**src/rtl/cle283_seq_if.sv**
```systemverilog
// Signal bundle between the CLE283 sequencer and its surroundings: the
// diagnostic/boot controller (start/key/busy/done/err/result), the backplane
// arbiter (bus_req/bus_gnt) and the CLE283 strobe bus (ba*, sser_n, br_w, sdrd).
interface cle283_seq_if #(
  parameter int NBITS = 16
);
  // Controller side
  logic             start;
  logic [15:0]      key;
  logic             busy;
  logic             done;
  logic             err;
  logic [NBITS-1:0] result;

  // Arbiter side
  logic             bus_req;
  logic             bus_gnt;

  // Backplane strobe bus
  logic             ba13;
  logic             ba12;
  logic [3:0]       ba_lo;
  logic             sser_n;
  logic             br_w;
  logic             sdrd;

  // Environment view: controller, arbiter and CLE283 drive the inputs.
  modport master (
    output start, key, bus_gnt, sdrd,
    input  busy, done, err, result, bus_req, ba13, ba12, ba_lo, sser_n, br_w
  );

  // Sequencer view.
  modport slave (
    input  start, key, bus_gnt, sdrd,
    output busy, done, err, result, bus_req, ba13, ba12, ba_lo, sser_n, br_w
  );
endinterface

```
**src/rtl/cle283_seq.sv**
```systemverilog
// CLE283 serial-ID bus-cycle sequencer.
// On an accepted start it requests the backplane bus, issues four key strobes
// (key[15:12] first) to step the CLE283 ID state machine, then NBITS read
// strobes whose SDRD samples are shifted MSB-first into result. Losing the
// grant anywhere between the first grant and release aborts the run: the bus
// is dropped at once and done is pulsed with err set.
// Every bus output is registered; the next values are computed from the
// next-state so that an output always agrees with the state it belongs to.

// Strobe-bus hygiene properties, kept apart from the datapath.
module cle283_seq_chk (
  input logic       clk,
  input logic       rst,
  input logic       sser_n,
  input logic       ba13,
  input logic       ba12,
  input logic [3:0] ba_lo,
  input logic       br_w
);
  a_strobe_width: assert property (@(posedge clk) disable iff (rst)
    !sser_n |=> sser_n);
  a_strobe_window: assert property (@(posedge clk) disable iff (rst)
    !sser_n |-> (!ba13 && ba12));
  a_strobe_setup: assert property (@(posedge clk) disable iff (rst)
    !sser_n |-> $stable(ba_lo));
  a_read_only: assert property (@(posedge clk) disable iff (rst)
    br_w);
endmodule

module cle283_seq #(
  parameter int         NBITS    = 16,
  parameter logic [3:0] READ_NIB = 4'h0,
  parameter int         GAP      = 1
) (
  input logic         clk,
  input logic         rst,
  cle283_seq_if.slave bus
);

  // The strobe counter serves both the key phase (4) and the read phase
  // (NBITS); it is sized for the longer of the two and never wraps.
  localparam int MAX_STROBES = (NBITS > 4) ? NBITS : 4;
  localparam int CNT_W       = $clog2(MAX_STROBES);

  localparam logic [CNT_W-1:0] KEY_LAST  = CNT_W'(3);
  localparam logic [CNT_W-1:0] READ_LAST = CNT_W'(NBITS - 1);
  localparam logic [CNT_W-1:0] CNT_ONE   = CNT_W'(1);
  localparam logic [3:0]       GAP_LAST  = 4'(GAP - 1);

  localparam logic [2:0] ST_IDLE  = 3'd0;
  localparam logic [2:0] ST_REQ   = 3'd1;
  localparam logic [2:0] ST_KEY   = 3'd2;
  localparam logic [2:0] ST_READ  = 3'd3;
  localparam logic [2:0] ST_REL   = 3'd4;
  localparam logic [2:0] ST_ABORT = 3'd5;

  // Append one sampled SDRD bit at the LSB; written without a part-select so
  // that NBITS=1 stays legal.
  function automatic logic [NBITS-1:0] shift_in(input logic [NBITS-1:0] word,
                                                input logic             bit_in);
    shift_in = (word << 1) | NBITS'(bit_in);
  endfunction

  // State and sequencing registers
  logic [2:0]       state_r,      state_s;
  logic [3:0]       gap_cnt_r,    gap_cnt_s;
  logic [CNT_W-1:0] strobe_cnt_r, strobe_cnt_s;
  logic             strobing_r,   strobing_s;   // 1 = strobe cycle, 0 = gap
  logic [15:0]      key_r,        key_s;        // next key nibble at [15:12]
  logic [NBITS-1:0] shift_r,      shift_s;

  // Registered outputs
  logic             busy_r,    busy_s;
  logic             done_r,    done_s;
  logic             err_r,     err_s;
  logic [NBITS-1:0] result_r,  result_s;
  logic             bus_req_r, bus_req_s;
  logic [3:0]       ba_lo_r,   ba_lo_s;
  logic             sser_n_r,  sser_n_s;
  logic             ba13_r,    ba13_s;
  logic             ba12_r,    ba12_s;
  logic             br_w_r;

  // Next-state and next-output computation for the whole sequencer.
  always_comb begin
    state_s      = state_r;
    gap_cnt_s    = gap_cnt_r;
    strobe_cnt_s = strobe_cnt_r;
    strobing_s   = strobing_r;
    key_s        = key_r;
    shift_s      = shift_r;
    busy_s       = busy_r;
    done_s       = 1'b0;
    err_s        = err_r;
    result_s     = result_r;
    bus_req_s    = bus_req_r;
    ba_lo_s      = ba_lo_r;

    case (state_r)
      ST_IDLE: begin
        strobing_s = 1'b0;
        ba_lo_s    = 4'h0;
        if (bus.start) begin
          state_s   = ST_REQ;
          key_s     = bus.key;
          shift_s   = '0;
          busy_s    = 1'b1;
          bus_req_s = 1'b1;
          err_s     = 1'b0;
        end else begin
          state_s = ST_IDLE;
        end
      end

      ST_REQ: begin
        // No timeout: the arbiter is trusted to grant eventually.
        if (bus.bus_gnt) begin
          state_s      = ST_KEY;
          strobing_s   = 1'b0;
          gap_cnt_s    = 4'd0;
          strobe_cnt_s = '0;
          ba_lo_s      = key_r[15:12];
        end else begin
          state_s = ST_REQ;
        end
      end

      ST_KEY, ST_READ: begin
        if (!bus.bus_gnt) begin
          // Grant lost: release immediately; a strobe in flight is not sampled.
          state_s    = ST_ABORT;
          bus_req_s  = 1'b0;
          strobing_s = 1'b0;
          ba_lo_s    = 4'h0;
        end else if (!strobing_r) begin
          // Gap cycle: ba_lo already holds the upcoming nibble.
          if (gap_cnt_r == GAP_LAST) begin
            strobing_s = 1'b1;
            gap_cnt_s  = 4'd0;
          end else begin
            gap_cnt_s = gap_cnt_r + 4'd1;
          end
        end else begin
          // Strobe cycle ends at this edge.
          strobing_s = 1'b0;
          if (state_r == ST_KEY) begin
            key_s = {key_r[11:0], 4'h0};
            if (strobe_cnt_r == KEY_LAST) begin
              state_s      = ST_READ;
              strobe_cnt_s = '0;
              ba_lo_s      = READ_NIB;
            end else begin
              strobe_cnt_s = strobe_cnt_r + CNT_ONE;
              ba_lo_s      = key_r[11:8];
            end
          end else begin
            shift_s = shift_in(shift_r, bus.sdrd);
            if (strobe_cnt_r == READ_LAST) begin
              state_s      = ST_REL;
              strobe_cnt_s = '0;
              ba_lo_s      = 4'h0;
            end else begin
              strobe_cnt_s = strobe_cnt_r + CNT_ONE;
            end
          end
        end
      end

      ST_REL: begin
        state_s    = ST_IDLE;
        strobing_s = 1'b0;
        ba_lo_s    = 4'h0;
        bus_req_s  = 1'b0;
        busy_s     = 1'b0;
        done_s     = 1'b1;
        err_s      = 1'b0;
        result_s   = shift_r;
      end

      ST_ABORT: begin
        state_s    = ST_IDLE;
        strobing_s = 1'b0;
        ba_lo_s    = 4'h0;
        bus_req_s  = 1'b0;
        busy_s     = 1'b0;
        done_s     = 1'b1;
        err_s      = 1'b1;
      end

      default: begin
        // Unreachable encodings fall back to a released, idle bus.
        state_s      = ST_IDLE;
        strobing_s   = 1'b0;
        gap_cnt_s    = 4'd0;
        strobe_cnt_s = '0;
        ba_lo_s      = 4'h0;
        bus_req_s    = 1'b0;
        busy_s       = 1'b0;
      end
    endcase

    // The window select and strobe follow the strobe phase directly.
    sser_n_s = ~strobing_s;
    ba13_s   = ~strobing_s;
    ba12_s   = strobing_s;
  end

  // State, datapath and output registers with synchronous reset.
  always_ff @(posedge clk) begin
    if (rst) begin
      state_r      <= ST_IDLE;
      gap_cnt_r    <= 4'd0;
      strobe_cnt_r <= '0;
      strobing_r   <= 1'b0;
      key_r        <= 16'h0000;
      shift_r      <= '0;
      busy_r       <= 1'b0;
      done_r       <= 1'b0;
      err_r        <= 1'b0;
      result_r     <= '0;
      bus_req_r    <= 1'b0;
      ba_lo_r      <= 4'h0;
      sser_n_r     <= 1'b1;
      ba13_r       <= 1'b1;
      ba12_r       <= 1'b0;
      br_w_r       <= 1'b1;
    end else begin
      state_r      <= state_s;
      gap_cnt_r    <= gap_cnt_s;
      strobe_cnt_r <= strobe_cnt_s;
      strobing_r   <= strobing_s;
      key_r        <= key_s;
      shift_r      <= shift_s;
      busy_r       <= busy_s;
      done_r       <= done_s;
      err_r        <= err_s;
      result_r     <= result_s;
      bus_req_r    <= bus_req_s;
      ba_lo_r      <= ba_lo_s;
      sser_n_r     <= sser_n_s;
      ba13_r       <= ba13_s;
      ba12_r       <= ba12_s;
      br_w_r       <= 1'b1;
    end
  end

  assign bus.busy    = busy_r;
  assign bus.done    = done_r;
  assign bus.err     = err_r;
  assign bus.result  = result_r;
  assign bus.bus_req = bus_req_r;
  assign bus.ba13    = ba13_r;
  assign bus.ba12    = ba12_r;
  assign bus.ba_lo   = ba_lo_r;
  assign bus.sser_n  = sser_n_r;
  assign bus.br_w    = br_w_r;

  cle283_seq_chk u_chk (
    .clk    (clk),
    .rst    (rst),
    .sser_n (sser_n_r),
    .ba13   (ba13_r),
    .ba12   (ba12_r),
    .ba_lo  (ba_lo_r),
    .br_w   (br_w_r)
  );

endmodule

```
**src/flat_wrapper.sv**
```systemverilog
// flat-port wrapper written by rule: the top's interface ports become plain ports
module cle283_seq_flat 
#(
  parameter int         NBITS    = 16,
  parameter logic [3:0] READ_NIB = 4'h0,
  parameter int         GAP      = 1
)
  (clk, rst, bus_start, bus_key, bus_bus_gnt, bus_sdrd, bus_busy, bus_done, bus_err, bus_result, bus_bus_req, bus_ba13, bus_ba12, bus_ba_lo, bus_sser_n, bus_br_w);
  cle283_seq_if #(.NBITS(NBITS)) bus_i ();
  input logic clk;
  input logic rst;
  input wire logic [$bits(bus_i.start)-1:0] bus_start;
  input wire logic [$bits(bus_i.key)-1:0] bus_key;
  input wire logic [$bits(bus_i.bus_gnt)-1:0] bus_bus_gnt;
  input wire logic [$bits(bus_i.sdrd)-1:0] bus_sdrd;
  output wire logic [$bits(bus_i.busy)-1:0] bus_busy;
  output wire logic [$bits(bus_i.done)-1:0] bus_done;
  output wire logic [$bits(bus_i.err)-1:0] bus_err;
  output wire logic [$bits(bus_i.result)-1:0] bus_result;
  output wire logic [$bits(bus_i.bus_req)-1:0] bus_bus_req;
  output wire logic [$bits(bus_i.ba13)-1:0] bus_ba13;
  output wire logic [$bits(bus_i.ba12)-1:0] bus_ba12;
  output wire logic [$bits(bus_i.ba_lo)-1:0] bus_ba_lo;
  output wire logic [$bits(bus_i.sser_n)-1:0] bus_sser_n;
  output wire logic [$bits(bus_i.br_w)-1:0] bus_br_w;
  assign bus_i.start = bus_start;
  assign bus_i.key = bus_key;
  assign bus_i.bus_gnt = bus_bus_gnt;
  assign bus_i.sdrd = bus_sdrd;
  assign bus_busy = bus_i.busy;
  assign bus_done = bus_i.done;
  assign bus_err = bus_i.err;
  assign bus_result = bus_i.result;
  assign bus_bus_req = bus_i.bus_req;
  assign bus_ba13 = bus_i.ba13;
  assign bus_ba12 = bus_i.ba12;
  assign bus_ba_lo = bus_i.ba_lo;
  assign bus_sser_n = bus_i.sser_n;
  assign bus_br_w = bus_i.br_w;
  cle283_seq #(.NBITS(NBITS), .READ_NIB(READ_NIB), .GAP(GAP)) u_core (.clk(clk), .rst(rst), .bus(bus_i));
endmodule
```
**config.mk**
```make
export PLATFORM = sky130hd
export DESIGN_NAME = cle283_seq_flat
export DESIGN_NICKNAME = d
export VERILOG_FILES = /design/src/rtl/cle283_seq_if.sv /design/src/rtl/cle283_seq.sv /design/src/flat_wrapper.sv
export SDC_FILE = /design/constraint.sdc
export NUM_CORES = 1
export LEC_CHECK = 0
export ABC_AREA = 0
export CORE_MARGIN = 2
export CORE_UTILIZATION = 25
export DETAILED_ROUTE_END_ITERATION = 10
export HOLD_SLACK_MARGIN = 0.1
export PLACE_DENSITY = 0.5
export SYNTH_ARGS = -nofsm -noshare
export SYNTH_HDL_FRONTEND = slang
export SYNTH_HIERARCHICAL = 1
export SYNTH_SLANG_ARGS = --single-unit
```
**constraint.sdc**
```tcl
create_clock -name clk -period 1.7 [get_ports clk]
set_clock_uncertainty 0.15 [all_clocks]
set_input_delay 0.17 -clock clk [delete_from_list [all_inputs] [get_ports clk]]
set_output_delay 0.17 -clock clk [all_outputs]
set_load 0.03 [all_outputs]
```
After elaboration in Yosys (flattened, before gate mapping):

Index checks and enable logic that the tools add are counted.

* bits in registers: 69
* logic and storage cells: 103

* add/sub/neg operators: 2
* muxes and demuxes: 48
* reduce and logical (&&, ||, !) cells: 17
* equality and inequality tests: 18
* bitwise gates (word level): 5

Operators by type and width (count)
* 16-bit two-way mux: 8
* 16-bit one-hot mux with 2 select lines: 2
* 4-bit two-way mux: 15
* 4-bit one-hot mux with 3 select lines: 2
* 16-bit by 1-bit OR with 16-bit output: 1
* 3-bit two-way mux: 5
* 2-bit != test, second input constant: 6
* 5-bit AND reduction: 2
* 1-bit two-way mux: 9
* 3-bit one-hot mux with 3 select lines: 1
* 3-bit AND reduction: 3
* 4-bit by 1-bit adder with 4-bit output, second input constant: 2
* 4-bit one-hot mux with 2 select lines: 1
* 4-bit AND reduction: 2
* 3-bit by 2-bit == test with 1-bit output, second input constant: 2
* 3-bit == test, second input constant: 2
* 1-bit one-hot mux with 3 select lines: 2
* 3-bit OR reduction: 2
* 4-bit by 2-bit == test with 1-bit output, second input constant: 1
* 4-bit == test, second input constant: 1
* 4-bit zero test: 1
* 2-bit by 1-bit != test with 1-bit output, second input constant: 2
* 4-bit by 2-bit != test with 1-bit output, second input constant: 1
* 4-bit != test, second input constant: 1
* 10 further kinds: 16

Longest topological paths before layout:

* depth after elaboration: 6
* gate-level depth with buffers: 7
* gate-level depth less buffers: 5

Worst setup path before layout:

No wires, ideal clock.

* path kind: reg-to-reg
* start: reg, netlist name u_core/bus.ba12
* end: reg u_core.key_r[10]
* setup slack: -0.072 ns
* period minus slack after synthesis: 1.772 ns
* required time: 1.459 ns
* stages on the path, launching flop included: 7
* setup time: 0.091 ns
* arrival: 1.532 ns
* buffers on the path: 2
* path through: dfxtp_1 buf_4 nand3_2 a211oi_4 buf_4 nor2_1 a311oi_1

RTL lines
* end signal: assignment: line cle283_seq.sv:232 `key_r <= key_s;`
* end: declaration: line cle283_seq.sv:69 `logic [15:0] key_r, key_s;`

Worst setup path in the final report:

* start: reg u_core.state_r[1]
* end: reg u_core.key_r[11]

* word-level cells in the longest chain between the ends: 4
* elaborated cells between the ends (all ways): 11
* classes of those cells: eq/ne: 6; mux: 1; reduce/logical: 4

Ends and longest elaborated chain
* start: declaration: line cle283_seq.sv:65 `logic [2:0] state_r, state_s;`
* start signal: assignment: line cle283_seq.sv:228 `state_r <= state_s;`
* 3-bit by 2-bit == test with 1-bit output (on tied branches): line cle283_seq.sv:99, cle283_seq.sv:146
* 2-bit OR reduction: line cle283_seq.sv:99 `case (state_r)`
* 2-bit by 1-bit != test with 1-bit output (no source line), or another cell as far along
* 5-bit AND reduction (no source line)

Parallel ways exist; a longest one is shown, timed or not.
A chain may end at the register's enable or synchronous reset.

==> flow_results.org <==
** Outcome
- The flow ran to the end, but the final reports show violations.
- The final reports fail on negative setup slack.

** Synth
- Area of the mapped netlist :: 3010 um^2
- YS warnings :: 6
- Number of synthesized flops with an enable pin :: 0
- Post-synth ARST share :: 0%
- By count the netlist is led by 69 x sky130_fd_sc_hd__dfxtp_1, 65 x sky130_fd_sc_hd__nand2_1, 42 x sky130_fd_sc_hd__nor2_1.
- FF+latch count, synth :: 69
- The share of the Yosys chip area taken by registers is 45.9%.
- Sorting the synthesized cells by area gives the leading types as sky130_fd_sc_hd__dfxtp_1 46%, sky130_fd_sc_hd__nand2_1 8.1%, sky130_fd_sc_hd__a22oi_1 5.2%.
- Summed over all instances, the cell type with the most area after synthesis is sky130_fd_sc_hd__dfxtp_1.
- Count of distinct cell types in the synthesized netlist :: 52
- Most frequent cell after synthesis :: sky130_fd_sc_hd__dfxtp_1
- Instance count of the mapped netlist :: 350
- Dominant register cell in the synthesized netlist :: sky130_fd_sc_hd__dfxtp_1
- A synthesized cell averages 8.60 um^2.
- Post-synthesis net count :: 374
- Share of the synthesized area in the top cell type :: 45.9%

** Clocking
- The clock passes through at most 2 buffers.
- At the later pin of the worst-skew pair, clock insertion delay measures 0.32 ns.
- After clock tree synthesis, the clock-pin slew on the worst setup and hold paths is 0.05 ns.
- Clock net sink count :: 69
- CTS root buffer :: sky130_fd_sc_hd__clkbuf_16
- TritonCTS created 9 clock buffers.
- CTS tree :: built
- The H-tree generated during clock tree synthesis spans 3 levels.

** Worst setup path
- At the worst endpoint, the required time is 1.76 ns.
- The kind of cell with the highest combined delay along the critical path is buffers and inverters.
- On the worst path, the slowest cell contributes a delay of 0.36 ns.
- The worst setup path is launched from a flip-flop.
- Crit path top cell by count :: sky130_fd_sc_hd__buf_6
- Counting cells, the worst reg-to-reg path comes to 7.
- Launch instance of the worst register-to-register path :: u_core/state_r[1]
- CP Buf/Inv Count :: 4
- STA classifies the critical path endpoint as a flip-flop.
- The critical path starts at u_core/state_r[1].
- Critical path class :: reg -> reg
- For the worst setup path, the data arrival time is 1.76 ns.
- For flop-to-flop paths, the worst setup slack is -0.003 ns.
- The endpoint identified for the worst register-to-register timing path is u_core/key_r[11].
- Counting buffers and inverters, the worst setup path is 7 cells deep.
- Of all nets on the critical path, the largest fanout is 4.
- On the critical path, the stage with the largest delay is an instance of sky130_fd_sc_hd__dfxtp_4.
- CP cell instances :: buf_6 > nand2b_4 > a211oi_4 > buf_6 > clkbuf_16 > buf_4 > a311oi_1
- The most critical setup path has its endpoint at u_core/key_r[11].

** Worst hold path
- The worst hold path begins at bus_key[4].
- The tightest min-delay check is of the in -> reg type.

** Global routing
- The initial antenna violation count is 0.
- First-pass GRT wire length :: 12900 um
- Gr ovfl total :: 0
- Across every metal layer, demand over resource in global routing totals 12.4%.
- Number of global-route vias before repair :: 2689
- Pin count of the biggest net entering global routing :: 27

** Drt
- For this run, the detailed router's first-pass iteration total came to 5.
- Average detailed-routed wire length per instance :: 13.7 um
- Vias after detailed routing :: 2792
- In this run the remaining antenna-violating nets after routing total 0.
- After detailed routing, the number of vias per cell comes to 4.82.
- In this run, the number of DRC markers left after iteration 0 of detailed routing was 101.
- Total wire length after detailed routing :: 7960 um
- DRC violations left :: 0

** Pwr
- Static leakage power :: 1.76 nW
- The worst-case IR drop observed on VDD is 448 uV.
- Total power per unit cell area :: 920 nW/um^2

** Timing
- Slew Limit Fails :: 0
- Based on the critical path, the design can be clocked at up to 587 MHz.
- Setup Viol. Count Final :: 4
- RSZ-0062 raised after global routing :: true
- Final period demand of the worst path :: 1.70 ns
- In the finished design, the share of the clock period the worst path needs comes to 100%.
- In the post-route analysis, the smallest setup slack over all paths is -0.00298 ns.
- The final count of hold timing violations was 0.

** Layout
- Count of inserted antenna diode cells :: 0
- At the end of the flow, the number of nets in the layout was 452.
- From synthesis to final layout, the design area changed by 47.8%.
- Cells with a size suffix above 1 make up 24.1% of the layout.
- Post-route cell area :: 4450 um^2
- Cells fill 37.5% of the core in the end.
- Fill cell instance count of the final layout :: 1199

** Die
- Once the floorplan was initialized, standard cells occupied 25.4% of the core.
- After floorplanning, the core was sized to cover 11900 um^2.
- The die covers 12900 um^2.
- Die X :: 114 um
- Row generation in the floorplan step produced 40 rows.
- In this run the vertical extent of the chip is 114 um.
- In this run the count of I/O pins placed on the die edge is 49.

** Place
- At the end of routability-driven placement, the weighted congestion stood at 0.772.
- DP Area :: 3840 um^2
- Count of input and output buffers :: 47
- Once detailed placement completed, the half-perimeter wirelength came to 5220 um.

** Job
- Across the run, the number of max-cap violations was 0.
==> registers in the layout (all words and copies together) (netlist names) <==
signal	flops
u_core/bus.ba12	1
u_core/bus.ba13	1
u_core/bus.ba_lo	4
u_core/bus.bus_req	1
u_core/bus.busy	1
u_core/bus.done	1
u_core/bus.err	1
u_core/bus.result	16
u_core/gap_cnt_r	4
u_core/key_r	16
u_core/shift_r	16
u_core/state_r	3
u_core/strobe_cnt_r	4
==> repair_timing <==
| item | CTS | global route |
|---|---|---|
| setup endpoints to repair | 25 | 44 |
| cloned | 1 | 3 |
| hold buffers | 1 | 0 |
| buffers inserted | 1 | 7 |
| hold endpoints to repair | 5 | 0 |
| resized for setup | 10 | 48 |
| pin swaps | 6 | 13 |
==> metrics by stage <==
stage | setup WS (ns) | hold slack [ns] | setup TNS (ns) | std cells | power [mW]
after global placement | -0.246 | 0.298 | -7.04 | 552 | 2.21
after global routing | -0.0649 | 0.283 | -0.635 | 579 | 4.26
after CTS | -0.00656 | 0.266 | -0.00656 | 570 | 4.07
after floorplan | 0.0480 | 0.168 | 0 | 350 | 2.03
final | -0.00298 | 0.276 | -0.00906 | 579 | 4.09
after detailed placement | -0.274 | 0.300 | -8.10 | 552 | 2.22
==> layout make-up <==
class,count,area (um^2),share of cell area [%]
inverters,7,26.3,0.591
multi-input cells,247,1600,35.9
clock buffers,11,233,5.23
flip-flops and latches,69,1400,31.4
repair buffers,94,966,21.7
well taps,147,184,4.13
clock inverters,4,50.0,1.12
==> cell usage in the layout (no fill, tap or decap), types with 6 or more instances in the layout <==
cell type	netlist	final
sky130_fd_sc_hd__nand2_1	65	65
sky130_fd_sc_hd__dfxtp_1	69	62
sky130_fd_sc_hd__nor2_1	42	39
sky130_fd_sc_hd__buf_4	9	34
sky130_fd_sc_hd__clkdlybuf4s50_1	0	34
sky130_fd_sc_hd__a21oi_1	22	22
sky130_fd_sc_hd__dlymetal6s2s_1	0	11
sky130_fd_sc_hd__a22oi_1	21	11
sky130_fd_sc_hd__clkbuf_16	0	10
sky130_fd_sc_hd__a22oi_2	0	10
sky130_fd_sc_hd__a311oi_1	12	10
sky130_fd_sc_hd__nand3_1	7	7
sky130_fd_sc_hd__o21ai_0	8	7
sky130_fd_sc_hd__inv_1	7	6
sky130_fd_sc_hd__a211oi_1	6	6
==> where the power goes <==
group	internal, mW	switching (mW)	total [mW]
clock	1.13	0.680	1.81
sequential	1.67	0.0477	1.72
combinational	0.285	0.280	0.565
==> cells by family (layout without fill, tap and decap cells) <==
group | Yosys count | in the layout | synth area share [%]
adder cells (fa/ha/maj) | 3 | 3 | 1.25
buffers and inverters | 35 | 116 | 6.53
AND/OR/NAND/NOR | 151 | 151 | 23.9
AO/OA/AOI/OAI | 91 | 92 | 22.3
flip-flops | 69 | 69 | 45.9
other | 1 | 1 | 0.125
==> worst min-delay path: stages <==
cell	delay, ns
sky130_fd_sc_hd__clkdlybuf4s50_1	0.39
sky130_fd_sc_hd__nand2_1	0.06
sky130_fd_sc_hd__a311oi_1	0.08
==> how the worst min path moves through the flow <==
stage	to	slack, ns	cells after the start
finish	u_core/key_r[4]	0.28	3
global route	u_core/key_r[13]	0.28	3
CTS	u_core/key_r[4]	0.27	3
detailed placement	u_core/bus.result[11]	0.30	2
global placement	u_core/bus.result[14]	0.30	2
floorplan	u_core/key_r[0]	0.17	2
==> per-layer routing <==
metal	global-route usage, %	up-vias	share of wire [%]
met2	19.7	43	48
met1	16.1	1335	47
li1	-	1404	-
met5	0	-	0
met4	4.55	0	1.4
met3	3.45	10	3.4
(Power assumes the default switching activity.)
